==> src/rtl/wb_retire_ctrl.sv <==
// wb_retire_ctrl: in-order writeback arbiter sharing one regbank write port among NREQ execution units.
module wb_retire_ctrl #(
  parameter int NREQ = 4,
  parameter int TAGW = 4
) (
  input  logic              i_clk,
  input  logic              i_reset,
  input  logic [NREQ-1:0]   i_req,
  input  logic [NREQ*TAGW-1:0] i_req_tag,
  input  logic [NREQ*5-1:0] i_req_regD,
  input  logic [NREQ*32-1:0] i_req_data,
  input  logic              i_wb_stall,
  input  logic              i_flush,
  input  logic [TAGW-1:0]   i_flush_tag,
  output logic [NREQ-1:0]   o_ack,
  output logic [31:1]       o_addrW,
  output logic [31:0]       o_wdata,
  output logic              o_ret_valid,
  output logic [TAGW-1:0]   o_ret_tag,
  output logic [TAGW-1:0]   o_exp_tag,
  output logic              o_tag_err
);
  localparam int SW = (NREQ > 1) ? $clog2(NREQ) : 1;
  logic [TAGW-1:0] r_exp_tag, r_ret_tag;
  logic [31:1]     r_addrW;
  logic [31:0]     r_wdata;
  logic            r_ret_valid, r_tag_err;
  logic [NREQ-1:0] w_elig;
  logic [SW-1:0]   w_sel;
  logic            w_dup, w_grant;
  logic [4:0]      w_rd;
  logic [31:0]     w_data, w_oh;
  always_comb begin
    w_elig = '0;
    for (int k = 0; k < NREQ; k++)
      w_elig[k] = i_req[k] && (i_req_tag[k*TAGW +: TAGW] == r_exp_tag);
  end
  // Descending scan so the lowest eligible index wins
  always_comb begin
    w_sel = '0;
    for (int k = NREQ - 1; k >= 0; k--)
      if (w_elig[k]) w_sel = SW'(k);
  end
  assign w_dup   = |(w_elig & (w_elig - 1'b1));
  assign w_grant = |w_elig && !i_wb_stall && !i_flush;
  assign w_rd    = i_req_regD[w_sel*5 +: 5];
  assign w_data  = i_req_data[w_sel*32 +: 32];
  // Index 0 lands on the dropped bit, so x0 retires without a write
  assign w_oh    = 32'(1) << w_rd;
  assign o_ack   = (w_grant && !i_reset) ? (NREQ'(1) << w_sel) : '0;
  always_ff @(posedge i_clk or posedge i_reset) begin
    if (i_reset) begin
      r_exp_tag   <= '0;
      r_ret_tag   <= '0;
      r_addrW     <= '0;
      r_wdata     <= '0;
      r_ret_valid <= 1'b0;
      r_tag_err   <= 1'b0;
    end else begin
      r_ret_valid <= w_grant;
      r_addrW     <= w_grant ? w_oh[31:1] : '0;
      r_exp_tag   <= i_flush ? i_flush_tag : w_grant ? r_exp_tag + 1'b1 : r_exp_tag;
      r_tag_err   <= r_tag_err | w_dup;
      if (w_grant) begin
        r_ret_tag <= r_exp_tag;
        r_wdata   <= w_data;
      end
    end
  end
  assign o_addrW     = r_addrW;
  assign o_wdata     = r_wdata;
  assign o_ret_valid = r_ret_valid;
  assign o_ret_tag   = r_ret_tag;
  assign o_exp_tag   = r_exp_tag;
  assign o_tag_err   = r_tag_err;
endmodule

==> config.mk <==
export PLATFORM = sky130hd
export DESIGN_NAME = wb_retire_ctrl
export DESIGN_NICKNAME = d
export VERILOG_FILES = /design/src/rtl/wb_retire_ctrl.sv
export SDC_FILE = /design/constraint.sdc
export NUM_CORES = 1
export LEC_CHECK = 0
export BUFFER_PORTS_ARGS = -buffer_cell sky130_fd_sc_hd__buf_2
export CAP_MARGIN = 20
export CORE_ASPECT_RATIO = 1.1
export CORE_MARGIN = 4
export CORE_UTILIZATION = 42
export DETAILED_ROUTE_END_ITERATION = 12
export PLACE_DENSITY = 0.91
export SLEW_MARGIN = 0
export SYNTH_ARGS = -nofsm -noshare
export SYNTH_HDL_FRONTEND = slang
export SYNTH_SLANG_ARGS = --single-unit
==> constraint.sdc <==
create_clock -name i_clk -period 4.4 [get_ports i_clk]
set_clock_uncertainty 0.05 [all_clocks]
set_input_delay 0.88 -clock i_clk [delete_from_list [all_inputs] [get_ports i_clk]]
set_output_delay 0.88 -clock i_clk [all_outputs]
set_load 0.05 [all_outputs]
==> results of run 1 <==
-- synthesized netlist by cell type (2+ instances only) --
master     count  area (um^2)
dfrtp_1       73         1827
a21oi_1       66        330.3
nor2_1        59        221.5
a222oi_1      33        330.3
nand2_1       19        71.32
clkbuf_1      17        63.81
nand3_1       12        60.06
xnor2_1       11        96.34
nor2_2        10        62.56
buf_2          6        30.03
inv_1          6        22.52
nor3_1         6        30.03
o21ai_0        5        25.02
xor2_1         5        43.79
and3_1         4        25.02
a2bb2oi_1      3        26.28
a311oi_1       3        26.28
buf_4          3        22.52
nand2b_1       3        18.77
o2bb2ai_1      3        26.28
a31oi_1        2        12.51
and2_1         2        12.51
buf_1          2        7.510
buf_6          2        22.52
nand4_1        2        12.51
o32ai_1        2        17.52
-- layout make-up --
class                      instances  area, um^2
clock inverter                     7       55.05
clock buffer                       9       123.9
tap                              111       138.9
multi-input combinational        271        1672
timing repair buffer             262        1336
inverter                           7       26.28
sequential                        73        1827
fill                             752        3229
-- layout by cell type (no fill, tap or decap), types with 2 or more instances in the layout --
cell type and instances:
buf_2 252, dfrtp_1 73, a21oi_1 66, nor2_1 58, a222oi_1 33, nand2_1 19, nand3_1 12, xnor2_1 11
nor2_2 11, buf_4 10, clkbuf_8 9, inv_1 5, xor2_1 5, nor3_1 5, o21ai_0 5, and3_1 4
nand2b_1 3, a311oi_1 3, o2bb2ai_1 3, a2bb2oi_1 3, clkinv_4 3, and2_1 2, a31oi_1 2, o32ai_1 2
nand4_1 2, clkinvlp_4 2
-- where the power goes --
group	internal (W)	total (W)	switching [W]
Clock	0.000208	0.000468	0.000260
Sequential	0.000847	0.000958	0.000111
Combinational	0.000323	0.00130	0.000979
-- registers in the layout, indices dropped and copies added (netlist names) --
name,count
o_ret_tag,4
o_addrW,31
o_exp_tag,4
o_wdata,32
o_tag_err,1
o_ret_valid,1
-- metal layers --
metal	GRT usage [%]	part of all wire, %	vias to the layer above
li1	-	-	1896
met1	28.31	37	1991
met2	43.20	52	250
met3	6.618	8.3	33
met4	9.629	2.8	0
met5	0	0	-
-- logic make-up (layout without fill, tap and decap cells) --
logic type                 count (synthesis)  in the layout  synth area share (%)
xor gates and xnor gates                  16             16                 3.839
muxes                                      2              2                0.5828
buffers and inverters                     37            285                 4.731
AOI/OAI and AO/OA                        125            125                 23.69
and+or+nand+nor                          127            127                 16.76
adders and majority gates                  1              1                0.3428
DFF                                       73             73                 50.05
-- worst max-delay path: cells and delay by family --
family,cells,cell delay (ns)
AND/OR/NAND/NOR,5,1.23
AO/OA/AOI/OAI,1,0.33
buffers and inverters,3,0.57
-- final timing paths --
kind / from / end / slack, ns / cells after the start
max: i_req_tag[13] / o_ack[3] / 0.45 / 9
min: o_tag_err / o_tag_err / 0.43 / 1
max reg2reg: o_exp_tag[0] / o_addrW[23] / 1.26 / 8
min reg2reg: o_tag_err / o_tag_err / 0.43 / 1
max in group asynchronous: i_reset / o_addrW[12] / 2.80 / 3
min in group asynchronous: i_reset / o_wdata[14] / 0.45 / 2
-- through the flow --
step           std cells  setup WS [ns]  instance area [um^2]
3_3_place_gp         724         0.5799                  5000
5_1_grt              740         0.3040                  5179
4_1_cts              740         0.4723                  5179
3_5_place_dp         724         0.4773                  5000
6_report             740         0.4461                  5179
2_1_floorplan        381         0.2208                  3650
==> run_results.csv, run 1 <==
group,metric,value,unit
synthesis,syn_nets,558,
timing,worst_slew_pin_slew,0.7536,ns
critical_path,cpPeakStageDelay,0.45,ns
global_routing,grt_usage,24.54,%
clock_tree,cts_hold_buffers,0,
synthesis,yosysWarnings,0,
floorplanning,io_pins,253,
timing,finalHoldViolations,0,
clock_tree,cts_setup_buffers,0,
critical_path,cp_common_cell,"buf_2",
critical_path,slowest_stage,"or3_4",
clock_tree,ctsResizeCount,0,
timing,period_share,89.86,%
timing,setup_viol,0,
synthesis,synth_edf_count,0,
global_routing,grt_pass1_wl,20560,um
clock_tree,cts_sinks,73,
drt,finalWirelength,13220,um
power,powerDensity,526.8,mW/mm^2
finish,drive_gt1_share,47.22,%
finish,nNetsFinal,801,
critical_path,startpoint_type,"input pin",
clock_tree,insertion_delay,0.34,ns
global_routing,antenna_found_initial,0,
critical_path,critPathMaxFanout,14,
critical_path,criticalPathCategory,"in -> out",
power,vdd_drop_max,418.1,uV
drt,first_pass_iters,8,
floorplanning,dieHeight,105.8,um
timing,rsz0062_at_grt,"no",
floorplanning,row_count,35,
floorplanning,initial_core_util,43.41,%
drt,drt_iter0_drc,423,
power,total_power,0.002728,W
drt,postRouteAntennaNets,0,
drt,routed-via-count,4170,
timing,finalMaxSlewViolations,0,
finish,antenna_cells,0,
placed_design,place_congestion,0.9295,
clock_tree,cts_buffers,9,
clock_tree,root_buffer,"clkbuf_8",
global_routing,grt_pass1_vias,4213,
floorplanning,core_area,0.008408,mm^2
floorplanning,die_w,96.88,um
critical_path,crit_path_end_kind,"output pin",
synthesis,synthArstFlopShare,100.0,%
synthesis,synth_seq_cells,73,
placed_design,port-buffer-count,252,
finish,fin_util,61.59,%
timing,relSlewSlack,49.76,%
critical_path,arrival,3.02,ns
timing,fin_crit,3.954,ns
clock_tree,clk_pin_slew,0.08,ns
timing,tns,0,ns
finish,area_growth,41.89,%
drt,viasPerCell,5.635,
timing,max_freq,252.9,MHz
timing,fin_hold_ws,0.4329,ns
outcome,status,"complete, no violations",
worst_hold_path,hold_class,"reg -> reg",
global_routing,grt_overflow,0,
clock_tree,cts_buffer_depth,2,
synthesis,synth_ff_type,"dfrtp_1",
drt,route.detailed.drc,0,
synthesis,syn-cell-area,0.003650,mm^2
clock_tree,cts_tree,"built",
drt,wl_per_cell,17.86,um
job,cap_violations,0,
critical_path,cp.required,3.47,ns
synthesis,synth.avg_cell_area,9.579,um^2
synthesis,synth_cell_types,48,
global_routing,grt_max_degree,64,
floorplanning,die_area,0.01025,mm^2
synthesis,ys_seq_area_share,50.05,%
placed_design,hpwl,10220,um
power,leakagePower,2.613,nW
clock_tree,ctsHtreeMaxLevel,3,
critical_path,path_cells,"buf_2, nor2b_1, a221o_1, nor3_4, nor4_1, or3_4, clkinv_1, and3_1, buf_2",
synthesis,syn_inst,381,
(Power assumes the default switching activity.)
==> run 2, diff against run 1 <==
--- a/config.mk
+++ b/config.mk
@@ -7,11 +7,13 @@
 export LEC_CHECK = 0
 export BUFFER_PORTS_ARGS = -buffer_cell sky130_fd_sc_hd__buf_2
 export CAP_MARGIN = 20
+export CELL_PAD_IN_SITES_DETAIL_PLACEMENT = 0
+export CELL_PAD_IN_SITES_GLOBAL_PLACEMENT = 2
 export CORE_ASPECT_RATIO = 1.1
 export CORE_MARGIN = 4
-export CORE_UTILIZATION = 42
+export CORE_UTILIZATION = 22
 export DETAILED_ROUTE_END_ITERATION = 12
-export PLACE_DENSITY = 0.91
+export PLACE_DENSITY = 0.9
 export SLEW_MARGIN = 0
 export SYNTH_ARGS = -nofsm -noshare
 export SYNTH_HDL_FRONTEND = slang
==> constraint.sdc (replaced) <==
create_clock -name i_clk -period 4.4 [get_ports i_clk]
set_clock_uncertainty 0.05 [all_clocks]
set_input_delay 0.88 -clock i_clk [delete_from_list [all_inputs] [get_ports i_clk]]
set_output_delay 0.88 -clock i_clk [all_outputs]
set_load 0.1 [all_outputs]
==> run 2 against run 1 <==
Clock power up 67%. Via count shrank 4.0%. Highest routed layer unchanged. Non-clock buffer count is 2 higher. Utilization down 28 points. Largest power group unchanged. Cell count grew 13%. Global-route usage down 9.5 points. Final area rose by 5.7%. Setup slack better by 0.062 ns. Die area grew 83%. Sequential cell count did not move. Register-to-register slack got worse by 0.13 ns.
==> run_results.csv, run 2 (synthesis results as in run 1) <==
group,metric,value,unit
outcome,status,"complete, no violations",
clock_tree,cts_setup_buffers,0,
power,powerDensity,679.2,mW/mm^2
drt,viasPerCell,4.789,
placed_design,pre_cts_ws,0.5173,ns
worst_hold_path,hold_start,"o_tag_err",
worst_hold_path,hold_depth,1,
clock_tree,cts_buffer_depth,2,
critical_path,crit_path_end_kind,"output pin",
timing,period_share,88.46,%
worst_hold_path,holdPathEnd,"o_tag_err",
timing,setup_viol,0,
drt,route.detailed.drc,0,
critical_path,reg2reg_from,"o_exp_tag[0]",
finish,largest_reg_flops,32,
critical_path,path_buf_inv,3,
floorplanning,core_area,0.01631,mm^2
worst_hold_path,hold_class,"reg -> reg",
placed_design,hpwl,11080,um
critical_path,cp_common_cell,"nor3_4",
timing,finalMaxSlewViolations,0,
critical_path,cp.required,3.47,ns
placed_design,port-buffer-count,252,
global_routing,grt_pass1_wl,21580,um
drt,postRouteAntennaNets,0,
clock_tree,cts_tree,"built",
clock_tree,clk_pin_slew,0.07,ns
critical_path,path_cells,"buf_2, nor2b_1, a221o_1, nor3_4, nor4_1, or3_4, buf_4, nor3_4, buf_12",
finish,nNetsFinal,803,
timing,finalHoldViolations,0,
clock_tree,root_buffer,"clkbuf_16",
power,vdd_drop_max,416.3,uV
clock_tree,insertion_delay,0.34,ns
critical_path,reg2reg_to,"o_addrW[16]",
finish,layout_common_cells,"buf_2, dfrtp_1, a21oi_1",
clock_tree,cts_sinks,73,
timing,worst_slew_pin_slew,0.9065,ns
finish,drive_gt1_share,47.54,%
global_routing,grt_max_degree,50,
clock_tree,cts_buffers,9,
finish,final_common_cell,"buf_2",
clock_tree,ctsHtreeMaxLevel,3,
floorplanning,dieHeight,143.1,um
critical_path,cpPeakStageDelay,0.35,ns
timing,tns,0,ns
clock_tree,ctsResizeCount,0,
critical_path,r2r_setup_slack,1.13,ns
timing,max_freq,256.9,MHz
global_routing,grt_pass1_vias,4018,
critical_path,critPathMaxFanout,39,
timing,fin_crit,3.892,ns
floorplanning,die_area,0.01872,mm^2
finish,area_growth,49.95,%
power,leakagePower,2.693,nW
critical_path,path_delay_family,"simple AND/OR/NAND/NOR gates",
timing,relSlewSlack,39.57,%
critical_path,arrival,2.96,ns
critical_path,criticalPathCategory,"in -> out",
global_routing,antenna_found_initial,1,
global_routing,grt_overflow,0,
critical_path,r2r_cells,8,
critical_path,slowest_stage,"or3_4",
drt,finalWirelength,14570,um
global_routing,grt_usage,15.09,%
power,total_power,0.003717,W
drt,wl_per_cell,17.43,um
floorplanning,row_count,49,
timing,fin_ws,0.5078,ns
floorplanning,initial_core_util,22.38,%
job,cap_violations,0,
drt,first_pass_iters,7,
floorplanning,die_w,130.8,um
clock_tree,cts_hold_buffers,0,
finish,fillers,1713,
drt,routed-via-count,4004,
floorplanning,io_pins,253,
timing,fin_hold_ws,0.4218,ns
timing,rsz0062_at_grt,"no",
drt,drt_iter0_drc,247,
critical_path,startpoint_type,"input pin",
placed_design,place_congestion,0.7542,
## run 2: cell count changes in the layout (fill, tap and decap cells not counted), moves of 2 or more
cell	previous run	this run
buf_4	10	12
clkbuf_16	0	9
clkbuf_8	9	0
clkinv_4	3	1
inv_8	0	2
## run 2: layer usage
layer	GRT usage (%)	vias up	share of wire, %
met5	0	-	0
met4	5.522	0	2.1
met3	3.629	18	6.8
met2	24.89	160	49
met1	19.13	1911	42
li1	-	1915	-
## run 2: where the power goes
group | leakage, nW | internal (W) | total (W) | switching (W)
clock | 0.150 | 0.000452 | 0.000782 | 0.000329
combinational | 1.62 | 0.000322 | 0.00199 | 0.00166
sequential | 0.925 | 0.000847 | 0.000950 | 0.000102
total | 2.69 | 0.00162 | 0.00372 | 0.00210
## run 2: layout make-up
class | count | area, um^2 | share of cell area, %
Timing Repair Buffer | 264 | 1366 | 24.97
Tap cell | 204 | 255.2 | 4.664
Antenna cell | 1 | 2.502 | 0.04572
Multi-Input combinational cell | 271 | 1683 | 30.75
Inverter | 7 | 27.53 | 0.5030
Clock buffer | 9 | 225.2 | 4.115
Clock inverter | 7 | 86.33 | 1.578
Sequential cell | 73 | 1827 | 33.38
## run 2: stage by stage
stage | util (%) | instances | cell area (um^2)
after floorplan | - | 381 | 3661
after global placement | 31.63 | 819 | 5159
after detailed placement | 31.63 | 819 | 5159
after CTS | 33.54 | 835 | 5470
after global routing | 33.56 | 836 | 5473
final | 33.56 | 836 | 5473
## run 2: worst max path at each step
stage / start / end / slack (ns) / depth (start not counted)
global placement: i_req_tag[13] / o_ack[0] / 0.54 / 9
floorplan: i_reset / o_ack[1] / 0.04 / 2
detailed placement: i_req_tag[13] / o_ack[0] / 0.52 / 9
CTS: o_exp_tag[0] / o_ack[0] / 0.47 / 8
global route: o_exp_tag[0] / o_ack[0] / 0.34 / 8
finish: i_req_tag[13] / o_ack[0] / 0.51 / 9
